<file path="src/rtl/lcd_write_engine_if.sv">
// Command handshake bundle between the LCD sequencers and the write engine.
// master = sequencer side, slave = lcd_write_engine.
interface lcd_write_engine_if;
    logic       cmd_valid;
    logic       cmd_ready;
    logic       cmd_rs;
    logic       cmd_rw;
    logic [7:0] cmd_data;
    logic       cmd_nib;
    logic       cmd_long;

    modport master (
        output cmd_valid, cmd_rs, cmd_rw, cmd_data, cmd_nib, cmd_long,
        input  cmd_ready
    );

    modport slave (
        input  cmd_valid, cmd_rs, cmd_rw, cmd_data, cmd_nib, cmd_long,
        output cmd_ready
    );
endinterface

</file>
<file path="src/rtl/lcd_write_engine.sv">
// HD44780-style LCD write engine: one byte per handshake, programmable E timing.
// Define LCD_WR_COUNT_EN to add the wr_count output (completed-write counter).
module lcd_write_engine #(
    parameter int BUS_MODE      = 4,
    parameter int SETUP_CYC     = 2,
    parameter int ACTIVE_CYC    = 12,
    parameter int HOLD_CYC      = 1,
    parameter int GAP_CYC       = 50,
    parameter int POST_CYC      = 2000,
    parameter int LONG_POST_CYC = 82000,
    parameter int CNT_W         = 17
) (
    input  logic                clk,
    input  logic                reset,
    lcd_write_engine_if.slave   cmd,
    output logic                lcd_e,
    output logic                lcd_rs,
    output logic                lcd_rw,
    output logic [BUS_MODE-1:0] lcd_db,
    output logic                busy,
`ifdef LCD_WR_COUNT_EN
    output logic [15:0]         wr_count,
`endif
    output logic                done
);

    typedef enum logic [2:0] {
        IDLE, SETUP, ACTIVE, HOLD, GAP, POST
    } state_t;

    state_t           state;
    logic [CNT_W-1:0] cnt;
    logic [CNT_W-1:0] post_last;
    logic [7:0]       data_q;
    logic             rs_q;
    logic             rw_q;
    logic             nib_q;
    logic             long_q;
    logic             second;
    logic             ready_q;

    assign cmd.cmd_ready = ready_q;
    assign post_last = long_q ? CNT_W'(LONG_POST_CYC - 1)
                              : CNT_W'(POST_CYC - 1);

    always_ff @(posedge clk) begin
        if (reset) begin
            state   <= IDLE;
            cnt     <= '0;
            data_q  <= '0;
            rs_q    <= 1'b0;
            rw_q    <= 1'b0;
            nib_q   <= 1'b0;
            long_q  <= 1'b0;
            second  <= 1'b0;
            ready_q <= 1'b0;
            lcd_e   <= 1'b0;
            lcd_rs  <= 1'b0;
            lcd_rw  <= 1'b0;
            lcd_db  <= '0;
            busy    <= 1'b0;
            done    <= 1'b0;
        end else begin
            done <= 1'b0;
            cnt  <= cnt + 1'b1;
            unique case (state)
                IDLE: begin
                    ready_q <= 1'b1;
                    cnt     <= '0;
                    if (cmd.cmd_valid && ready_q) begin
                        state   <= SETUP;
                        ready_q <= 1'b0;
                        busy    <= 1'b1;
                        data_q  <= cmd.cmd_data;
                        rs_q    <= cmd.cmd_rs;
                        rw_q    <= cmd.cmd_rw;
                        nib_q   <= cmd.cmd_nib;
                        long_q  <= cmd.cmd_long;
                        second  <= 1'b0;
                        lcd_rs  <= cmd.cmd_rs;
                        lcd_rw  <= cmd.cmd_rw;
                        // 4-bit mode truncates to the upper nibble
                        lcd_db  <= BUS_MODE == 8
                                 ? BUS_MODE'(cmd.cmd_data)
                                 : BUS_MODE'({4'b0, cmd.cmd_data[7:4]});
                    end
                end
                SETUP: begin
                    if (cnt == CNT_W'(SETUP_CYC - 1)) begin
                        state <= ACTIVE;
                        cnt   <= '0;
                        lcd_e <= 1'b1;
                    end
                end
                ACTIVE: begin
                    if (cnt == CNT_W'(ACTIVE_CYC - 1)) begin
                        state <= HOLD;
                        cnt   <= '0;
                        lcd_e <= 1'b0;
                    end
                end
                HOLD: begin
                    if (cnt == CNT_W'(HOLD_CYC - 1)) begin
                        cnt    <= '0;
                        lcd_rs <= 1'b0;
                        lcd_rw <= 1'b0;
                        if (BUS_MODE == 4 && !second && !nib_q) begin
                            state <= GAP;
                        end else begin
                            state <= POST;
                            done  <= (post_last == '0);
                        end
                    end
                end
                GAP: begin
                    if (cnt == CNT_W'(GAP_CYC - 1)) begin
                        state  <= SETUP;
                        cnt    <= '0;
                        second <= 1'b1;
                        lcd_rs <= rs_q;
                        lcd_rw <= rw_q;
                        lcd_db <= BUS_MODE'({4'b0, data_q[3:0]});
                    end
                end
                POST: begin
                    if (cnt == post_last) begin
                        state   <= IDLE;
                        cnt     <= '0;
                        busy    <= 1'b0;
                        ready_q <= 1'b1;
                        lcd_db  <= '0;
                    end else if (cnt + 1'b1 == post_last) begin
                        done <= 1'b1;
                    end
                end
                default: begin
                    state <= IDLE;
                    cnt   <= '0;
                end
            endcase
        end
    end

`ifdef LCD_WR_COUNT_EN
    always_ff @(posedge clk) begin
        if (reset) begin
            wr_count <= '0;
        end else if (done) begin
            wr_count <= wr_count + 16'd1;
        end
    end
`endif

endmodule

</file>
<file path="src/flat_wrapper.sv">
// flat-port wrapper written by rule: the top's interface ports become plain ports
module lcd_write_engine_flat 
#(
    parameter int BUS_MODE      = 4,
    parameter int SETUP_CYC     = 2,
    parameter int ACTIVE_CYC    = 12,
    parameter int HOLD_CYC      = 1,
    parameter int GAP_CYC       = 50,
    parameter int POST_CYC      = 2000,
    parameter int LONG_POST_CYC = 82000,
    parameter int CNT_W         = 17
)
  (clk, reset, lcd_e, lcd_rs, lcd_rw, lcd_db, busy, done, cmd_cmd_valid, cmd_cmd_rs, cmd_cmd_rw, cmd_cmd_data, cmd_cmd_nib, cmd_cmd_long, cmd_cmd_ready);
  lcd_write_engine_if cmd_i ();
  input  logic clk;
  input  logic reset;
  output logic lcd_e;
  output logic lcd_rs;
  output logic lcd_rw;
  output logic [BUS_MODE-1:0] lcd_db;
  output logic busy;
  output logic done;
  input wire logic [$bits(cmd_i.cmd_valid)-1:0] cmd_cmd_valid;
  input wire logic [$bits(cmd_i.cmd_rs)-1:0] cmd_cmd_rs;
  input wire logic [$bits(cmd_i.cmd_rw)-1:0] cmd_cmd_rw;
  input wire logic [$bits(cmd_i.cmd_data)-1:0] cmd_cmd_data;
  input wire logic [$bits(cmd_i.cmd_nib)-1:0] cmd_cmd_nib;
  input wire logic [$bits(cmd_i.cmd_long)-1:0] cmd_cmd_long;
  output wire logic [$bits(cmd_i.cmd_ready)-1:0] cmd_cmd_ready;
  assign cmd_i.cmd_valid = cmd_cmd_valid;
  assign cmd_i.cmd_rs = cmd_cmd_rs;
  assign cmd_i.cmd_rw = cmd_cmd_rw;
  assign cmd_i.cmd_data = cmd_cmd_data;
  assign cmd_i.cmd_nib = cmd_cmd_nib;
  assign cmd_i.cmd_long = cmd_cmd_long;
  assign cmd_cmd_ready = cmd_i.cmd_ready;
  lcd_write_engine #(.BUS_MODE(BUS_MODE), .SETUP_CYC(SETUP_CYC), .ACTIVE_CYC(ACTIVE_CYC), .HOLD_CYC(HOLD_CYC), .GAP_CYC(GAP_CYC), .POST_CYC(POST_CYC), .LONG_POST_CYC(LONG_POST_CYC), .CNT_W(CNT_W)) u_core (.clk(clk), .reset(reset), .cmd(cmd_i), .lcd_e(lcd_e), .lcd_rs(lcd_rs), .lcd_rw(lcd_rw), .lcd_db(lcd_db), .busy(busy), .done(done));
endmodule
</file>
<file path="config.mk">
export PLATFORM = sky130hd
export DESIGN_NAME = lcd_write_engine_flat
export DESIGN_NICKNAME = d
export VERILOG_FILES = /design/src/rtl/lcd_write_engine_if.sv /design/src/rtl/lcd_write_engine.sv /design/src/flat_wrapper.sv
export SDC_FILE = /design/constraint.sdc
export NUM_CORES = 1
export LEC_CHECK = 0
export BUFFER_PORTS_ARGS = -buffer_cell sky130_fd_sc_hd__buf_2
export CELL_PAD_IN_SITES_DETAIL_PLACEMENT = 2
export CELL_PAD_IN_SITES_GLOBAL_PLACEMENT = 2
export CORE_ASPECT_RATIO = 1.1
export CORE_MARGIN = 2
export CORE_UTILIZATION = 36
export DETAILED_ROUTE_END_ITERATION = 6
export PLACE_DENSITY = 0.81
export SLEW_MARGIN = 10
export SYNTH_ARGS = -nofsm -noshare
export SYNTH_HDL_FRONTEND = slang
export SYNTH_SLANG_ARGS = --single-unit
</file>
<file path="constraint.sdc">
create_clock -name clk -period 3.2 [get_ports clk]
set_input_delay 0.16 -clock clk [delete_from_list [all_inputs] [get_ports clk]]
set_output_delay 0.16 -clock clk [all_outputs]
set_load 0.05 [all_outputs]
</file>
==> results of run 1 <==
[worst reg2reg max path: stages, from the launching register on]
cell	delay [ns]
sky130_fd_sc_hd__dfxtp_1	0.36
sky130_fd_sc_hd__nor4_1	0.58
sky130_fd_sc_hd__nand4_1	0.26
sky130_fd_sc_hd__o21ai_0	0.48
sky130_fd_sc_hd__o311ai_0	0.28
sky130_fd_sc_hd__o21ai_2	0.36
sky130_fd_sc_hd__buf_4	0.25
sky130_fd_sc_hd__nor2_1	0.06
[per-stage QoR]
stage | cell area [µm²] | std cells
floorplan | 2090 | 261
global placement | 2240 | 346
finish | 2320 | 352
global route | 2320 | 352
detailed placement | 2240 | 346
CTS | 2320 | 352
[cells by family after synthesis]
family          after synthesis
mux                           5
xor+xnor                     18
fa+ha+maj                     4
flops                        39
buf+inv                      22
compound gates               49
simple gates                124
[final timing paths]
kind	cells after the start	to	start
max	7	u_core.cnt[15]	u_core.cnt[11]
min	3	u_core.data_q[0]	cmd_cmd_data[0]
max reg2reg	7	u_core.cnt[15]	u_core.cnt[11]
min reg2reg	2	u_core.lcd_e	u_core.lcd_e
[layout by cell type, fill, tap and decap left out, types with 5 or more instances in the layout]
cell type and count:
sky130_fd_sc_hd__dfxtp_1 39, sky130_fd_sc_hd__xor2_1 9, sky130_fd_sc_hd__buf_2 24, sky130_fd_sc_hd__nand3_1 13, sky130_fd_sc_hd__nand2_1 31, sky130_fd_sc_hd__nor2_1 31
sky130_fd_sc_hd__nor3_1 7, sky130_fd_sc_hd__and3_1 6, sky130_fd_sc_hd__nand4_1 7, sky130_fd_sc_hd__nand2b_1 7, sky130_fd_sc_hd__mux2i_1 5, sky130_fd_sc_hd__o21ai_0 13
sky130_fd_sc_hd__xnor2_1 9, sky130_fd_sc_hd__a21oi_1 14, sky130_fd_sc_hd__clkbuf_8 5
[flip-flops by register name, indices dropped and copies added (netlist names)]
| register | flops |
|---|---|
| u_core.busy | 1 |
| u_core.cmd.cmd_ready | 1 |
| u_core.cnt | 17 |
| u_core.data_q | 4 |
| u_core.done | 1 |
| u_core.lcd_db | 4 |
| u_core.lcd_e | 1 |
| u_core.lcd_rs | 1 |
| u_core.lcd_rw | 1 |
| u_core.long_q | 1 |
| u_core.nib_q | 1 |
| u_core.rs_q | 1 |
| u_core.rw_q | 1 |
| u_core.second | 1 |
| u_core.state | 3 |
[area by class of cell]
| class | instances | area [µm²] |
|---|---|---|
| repair buffers | 26 | 135 |
| flip-flops and latches | 39 | 781 |
| multi-input cells | 200 | 1220 |
| inverters | 4 | 15.0 |
| well taps | 77 | 96.3 |
| fillers | 679 | 3380 |
| clock buffers | 6 | 72.6 |
[metal layers]
layer	up-vias	routed length (µm)
met4	0	90
li1	945	-
met1	919	2580
met5	-	0
met3	8	145
met2	26	2950
[power breakdown]
group          total (mW)  internal (mW)  switching, mW
logic               0.495          0.170          0.325
registers           0.623          0.544         0.0786
clock network       0.309          0.145          0.163
total                1.43          0.859          0.567
==> reports/qor_table.md, run 1 <==
| Result | Value |
|:---|:---|
| Port-buffer cells | 24 |
| Synth top area cells | sky130_fd_sc_hd__dfxtp_1 37%, sky130_fd_sc_hd__nand2_1 5.6%, sky130_fd_sc_hd__nor2_1 5.6%, sky130_fd_sc_hd__xnor2_1 3.8%, sky130_fd_sc_hd__xor2_1 3.8% |
| Proportion of synthesized chip area in sequential cells | 0.374 |
| Vias per Instance | 5.39 |
| Worst IR drop on VDD | 0.168 mV |
| Result of the run | completed |
| Initial detailed-routing violation count | 82 |
| Final min period | 2.74 ns |
| Worst Max-Slew Pin Slew | 0.697 ns |
| Final setup viols | 0 |
| Maximum fanout count along the critical path | 11 |
| Root buffer cell | sky130_fd_sc_hd__clkbuf_8 |
| Least setup slack across all paths after layout | 0.456 ns |
| Clock tree buffer depth | 2 |
| First-pass GRT wire length | 9850 µm |
| Post-Syn Nets | 280 |
| Seq cells post-synth | 39 |
| Static Leak | 0.823 nW |
| Area fraction in and, or, nand and nor cells after synthesis | 0.299 |
| Total negative slack for setup checks | 0 ns |
| HPWL after DPL | 4430 µm |
| Cell taking the most area after synthesis | sky130_fd_sc_hd__dfxtp_1 |
| Unique cell type count in the Yosys netlist | 46 |
| Fraction of the core area covered by cells at the end of the flow | 0.407 |
| Type of the worst min-delay path | input pin to register |
| Htree depth | 2 |
| GR Layer Usage met1 | 0.234 |
| CTS Hold Bufs | 0 |
| CORE AREA | 0.00570 mm² |
| X dimension of the die | 76.6 µm |
| Number of buffer and inverter stages on the critical path | 1 |
| Slack of the worst reg-to-reg path | 0.46 ns |
| Total CTS buffers | 5 |
| Quantity of gates resized following cts | 0 |
| Total count of hold-check failures in the final report | 0 |
| Via count of the first global-routing pass | 1974 |
| Cells along the critical path | nor4_1, nand4_1, o21ai_0, o311ai_0, o21ai_2, buf_4, nor2_1 |
| Slew Viols, Final | 0 |
| Kind of capture point of the worst setup path | register |
| Design Power | 1.43 mW |
| Clock slew at the register clock pins of the worst setup and hold paths | 0.07 ns |
| Relative max-transition margin | 0.535 |
| RSZ-0062 raised after global routing | no |
| Die Area | 0.00642 mm² |
| All-Layer GR Usage | 0.192 |
| Vias after detailed routing | 1898 |
| Signal arrival time at the worst endpoint | 2.93 ns |
| Clock insertion delay at the later pin of the skew report | 0.29 ns |
| Met3 Track Usage GR | 0.0400 |
| Maximum number of pins on one net before global-route repair | 26 |
| Number of enable flip-flop cells after synthesis | 0 |
| Post-Synth XOR/XNOR Area | 0.0756 |
| Area share of the leading cell type in the synthesized netlist | 0.374 |
| GR Layer Usage met2 | 0.340 |
| Number of violations of the max-capacitance limit | 0 |
| YS warnings | 0 |
| WHS | 0.112 ns |
| Sum of routed wire length over all layers | 5760 µm |
| Adder and majority gate portion of the synthesized area | 0.0240 |
| Data required time of the critical path | 3.38 ns |
| ANT cells | 0 |
| Final RePlAce weighted congestion | 0.733 |
| Buffers inserted by post-CTS timing repair | 0 |
| Leading cell types by count after synthesis | 39 x sky130_fd_sc_hd__dfxtp_1, 31 x sky130_fd_sc_hd__nand2_1, 31 x sky130_fd_sc_hd__nor2_1 |
| Top-level port count | 25 |
| Effective utilization at floorplan | 0.366 |
| Critical-path cell with the highest stage delay | sky130_fd_sc_hd__nor4_1 |
| Number of DRC violations after detailed routing | 0 |
| Top FF cell, synth | sky130_fd_sc_hd__dfxtp_1 |
| Compound-cell area share of the yosys netlist | 0.160 |
| Share of the cycle needed by the critical path after routing | 0.858 |
| Number of nets still failing antenna checks after routing | 0 |
| Count of clock tree sinks | 39 |
| CP peak stage delay | 0.58 ns |
| Area grow syn2layout | 11.0% |
| Startpoint type of the worst setup path | register |
| DIE HEIGHT | 83.8 µm |
| TritonCTS clock tree | yes |
| Share of final-layout standard cells stronger than drive strength 1 | 0.135 |
| PwrDens | 616 mW/mm² |
| Worst setup slack after placement | 0.467 ns |
| Mapped Cells | 261 |
| Setup Crit Path Kind | register to register |
| Worst setup skew after layout | 0.00695 ns |
| Routed WL per cell | 16.4 µm |
| Number of antenna violations at the first check in global routing | 0 |
| Largest family of logic cells by synthesized area | simple AND/OR/NAND/NOR gates |
| Total congestion overflow | 0 |
| Top cell family by delay on the critical path | compound AO/OA/AOI/OAI gates |
| TritonRoute pass-1 iters | 4 |
| Most crowded layer after global routing | met2 |
| Mapped Avg Cell Area | 7.99 µm² |
| Synthesized cell area | 0.00209 mm² |
| Total Nets Final | 295 |
| Maximum clock frequency | 364 MHz |
| Core Rows | 29 |
| Post-synth ARST share | 0 |
| Most used standard cell by instance count after synthesis | sky130_fd_sc_hd__dfxtp_1 |
| Multiplexer share of the synthesized area | 0.0240 |
No activity file was read; power rests on OpenSTA's default activity.
==> inputs of run 2 (changes only) <==
Settings changed: ABC_AREA set to 1, CORE_UTILIZATION 36 to 34, GPL_ROUTABILITY_DRIVEN set to 0.
==> run 2 against run 1 <==
- sequential share of layout area down 4.0 points
- critical path type unchanged
- non-clock buffer count down 1
- die area up 17%
- largest cell class unchanged
==> reports/qor_table.md, run 2 <==
| Result | Value | Change |
|:---|:---|:---|
| Footprint of the flip-flops and latches | 781 µm² | unchanged |
| Worst Max-Slew Pin Slew | 0.442 ns | -0.255 ns |
| Cell taking the most area after synthesis | sky130_fd_sc_hd__dfxtp_1 |  |
| Number of antenna violations at the first check in global routing | 0 | unchanged |
| Final setup viols | 0 | unchanged |
| Static Leak | 1.16 nW | +41% |
| Unique cell type count in the Yosys netlist | 25 | -46% |
| Top reg by flops | u_core.cnt |  |
| First-pass GRT wire length | 12000 µm | +22% |
| Seq cells post-synth | 39 | unchanged |
| Clock insertion delay at the later pin of the skew report | 0.31 ns | +0.02 ns |
| Root buffer cell | sky130_fd_sc_hd__clkbuf_8 |  |
| Reported net switching power | 0.910 mW | +60% |
| Routed WL per cell | 15.5 µm | -5.0% |
| CTS Hold Bufs | 0 | unchanged |
| Final design instance area without fill | 0.00263 mm² | +13% |
| Number of nets still failing antenna checks after routing | 0 | unchanged |
| Critical-path cell with the highest stage delay | sky130_fd_sc_hd__dfxtp_1 |  |
| Top FF cell, synth | sky130_fd_sc_hd__dfxtp_1 |  |
| Mapped Cells | 352 | +35% |
| Combinational Power Share | 0.446 | +0.099 |
| Leading cell types by count after synthesis | 82 x sky130_fd_sc_hd__nand2_1, 56 x sky130_fd_sc_hd__nor2_1, 51 x sky130_fd_sc_hd__inv_1 |  |
| Type of the worst min-delay path | input pin to register |  |
| Most common cell after layout, fill and taps aside | sky130_fd_sc_hd__nand2_1 |  |
| Most crowded layer after global routing | met2 |  |
| Synthesized cell area | 0.00232 mm² | +11% |
| Total cell area at the placement stage | 0.00251 mm² | +12% |
| Area share of the leading cell type in the synthesized netlist | 0.336 | -0.0383 |
| GR Layer Usage met1 | 0.236 | +0.00192 |
| Via count of the first global-routing pass | 2448 | +24% |
| CP peak stage delay | 0.43 ns | -0.15 ns |
| X dimension of the die | 82.8 µm | +8.2% |
| Post-Syn Nets | 371 | +33% |
| Effective utilization at floorplan | 0.352 | -0.0138 |
| ANT cells | 0 | unchanged |
| Maximum clock frequency | 516 MHz | +42% |
| Mapped Avg Cell Area | 6.60 µm² | -17% |
| Met3 Track Usage GR | 0.0274 | -0.0126 |
| Total Nets Final | 397 | +35% |
| Registers with the most flip-flops | u_core.cnt x17, u_core.data_q x4, u_core.lcd_db x4 |  |
| Leading cell types in the layout, fill and taps excluded | 82 x sky130_fd_sc_hd__nand2_1, 56 x sky130_fd_sc_hd__nor2_1, 51 x sky130_fd_sc_hd__inv_1, 39 x sky130_fd_sc_hd__dfxtp_1, 24 x sky130_fd_sc_hd__buf_2 |  |
| Maximum fanout count along the critical path | 12 | +1 |
| Share of total power in the clock network | 0.226 | +0.010 |
| Worst IR drop on VDD | 0.353 mV | +110% |
| Worst setup skew after layout | 0.00947 ns | +0.00252 ns |
| Area grow syn2layout | 13.0% |  |
| Post-synth ARST share | 0 | unchanged |
| Signal arrival time at the worst endpoint | 2.13 ns | -0.80 ns |
| Die Area | 0.00751 mm² | +17% |
| Result of the run | completed |  |
| RSZ-0062 raised after global routing | no |  |
| CORE AREA | 0.00659 mm² | +16% |
| Share of final-layout standard cells stronger than drive strength 1 | 0.177 | +0.0422 |
| Flip-flop count of the largest register after layout | 17 | unchanged |
| Count of clock tree sinks | 39 | unchanged |
| Fraction of the core area covered by cells at the end of the flow | 0.398 | -0.00825 |
| Maximum number of pins on one net before global-route repair | 19 | -27% |
| Core Rows | 31 | +6.9% |
| Cells along the critical path | ha_1, nand2_1, nor2_4, nand3_2, nor2_4, nand3_2, nand2_4, nand4_4, nand2_4, nor2_1 |  |
| Quantity of gates resized following cts | 0 | unchanged |
| Combined area of the multi-input logic cells | 0.00129 mm² | +6.2% |
| Relative max-transition margin | 0.705 | +0.170 |
| Total CTS buffers | 5 | unchanged |
| Total congestion overflow | 0 | unchanged |
| Proportion of synthesized chip area in sequential cells | 0.336 | -0.0383 |
| Sequential Power Share | 0.328 | -0.109 |
| Vias per Instance | 4.91 | -8.9% |
| All-Layer GR Usage | 0.198 | +0.00538 |
| Number of violations of the max-capacitance limit | 0 | unchanged |
| Kind of capture point of the worst setup path | register |  |
| Total negative slack for setup checks | 0 ns | unchanged |
| Filler cells | 842 | +24% |
| Switch share | 0.458 | +0.0609 |
| Design Power | 1.99 mW | +39% |
| Clock slew at the register clock pins of the worst setup and hold paths | 0.09 ns | +0.02 ns |
| Setup Crit Path Kind | register to register |  |
| TritonRoute pass-1 iters | 4 | unchanged |
| PwrDens | 756 mW/mm² | +23% |
| Number of enable flip-flop cells after synthesis | 0 | unchanged |
| Initial detailed-routing violation count | 86 | +4.9% |
| Total count of hold-check failures in the final report | 0 | unchanged |
| Buffers inserted by post-CTS timing repair | 0 | unchanged |
| Share of the cycle needed by the critical path after routing | 0.605 | -0.252 |
| Number of DRC violations after detailed routing | 0 | unchanged |
| TritonCTS clock tree | yes |  |
| Synth top area cells | sky130_fd_sc_hd__dfxtp_1 34%, sky130_fd_sc_hd__nand2_1 13%, sky130_fd_sc_hd__nor2_1 9.0%, sky130_fd_sc_hd__inv_1 8.2%, sky130_fd_sc_hd__nand3_1 4.7% |  |
| Htree depth | 2 | unchanged |
| HPWL after DPL | 5640 µm | +27% |
| Slew Viols, Final | 0 | unchanged |
| DIE HEIGHT | 90.7 µm | +8.2% |
| Startpoint type of the worst setup path | register |  |
| Clock tree buffer depth | 2 | unchanged |
| Top-level port count | 25 | unchanged |
| YS warnings | 0 | unchanged |
| GR Layer Usage met2 | 0.364 | +0.0239 |
| Internal power contribution | 1.08 mW | +25% |
| Most used standard cell by instance count after synthesis | sky130_fd_sc_hd__nand2_1 |  |
| Vias after detailed routing | 2264 | +19% |
| Final min period | 1.94 ns | -0.808 ns |
| Data required time of the critical path | 3.39 ns | about the same |
| Sum of routed wire length over all layers | 7160 µm | +24% |
| Port-buffer cells | 24 | unchanged |
| WHS | 0.0997 ns | -0.0124 ns |
[run 2: cell types whose count changed in the layout (fill, tap and decap cells not counted), moves of 5 or more]
cell / before / now
sky130_fd_sc_hd__nor2_1: 31 / 56
sky130_fd_sc_hd__nand2b_1: 7 / 0
sky130_fd_sc_hd__mux2i_1: 5 / 0
sky130_fd_sc_hd__nor2_2: 0 / 16
sky130_fd_sc_hd__and3_1: 6 / 0
sky130_fd_sc_hd__xnor2_1: 9 / 1
sky130_fd_sc_hd__o21ai_0: 13 / 18
sky130_fd_sc_hd__nand2_1: 31 / 82
sky130_fd_sc_hd__nand3_1: 13 / 22
sky130_fd_sc_hd__inv_1: 4 / 51
[run 2: metrics by stage]
step / worst slack [ns] / instances
detailed placement: 1.28 / 453
floorplan: 1.51 / 352
global route: 1.09 / 461
global placement: 1.35 / 453
CTS: 1.25 / 461
finish: 1.26 / 461
[run 2: per-layer routing]
| metal | vias to the layer above | wire (µm) |
|---|---|---|
| met5 | - | 0 |
| met4 | 0 | 125 |
| met3 | 10 | 170 |
| met2 | 27 | 3690 |
| met1 | 1086 | 3180 |
| li1 | 1141 | - |
[run 2: power groups by stage]
stage / combinational, mW / clock [mW] / sequential [mW]
finish: 0.885 / 0.448 / 0.652
detailed placement: 0.892 / 0 / 0.664
global route: 1.00 / 0.473 / 0.668
CTS: 0.902 / 0.460 / 0.654
global placement: 0.862 / 0 / 0.657
floorplan: 0.581 / 0 / 0.770
[run 2: cell families after synthesis]
group	synth area share
DFF	0.336
buffers and inverters	0.108
AOI/OAI and AO/OA	0.0840
xor gates and xnor gates	0.0339
adders and majority gates	0.0215
and+or+nand+nor	0.416
[run 2: path summary, 6_finish.rpt]
path,startpoint,to,slack (ns),depth (start not counted)
setup reg to reg,u_core.cnt[0],u_core.cnt[1],1.26,10
hold reg to reg,u_core.data_q[0],u_core.data_q[0],0.45,2
setup / recovery,u_core.cnt[0],u_core.cnt[1],1.26,10
hold / removal,reset,u_core.busy,0.1,2
[run 2: worst max-delay path, delay by kind of cell (launching register included)]
| family | cells | cell delay (ns) |
|---|---|---|
| AND/OR/NAND/NOR | 9 | 1.11 |
| flip-flops | 1 | 0.43 |
| adder cells (fa/ha/maj) | 1 | 0.26 |
[run 2: area by class of cell]
class | instances | area share
clock buffers | 6 | 0.0314
clock inverters | 2 | 0.0133
multi-input cells | 252 | 0.492
inverters | 55 | 0.0786
repair buffers | 25 | 0.0486
flip-flops and latches | 39 | 0.297
well taps | 82 | 0.0391
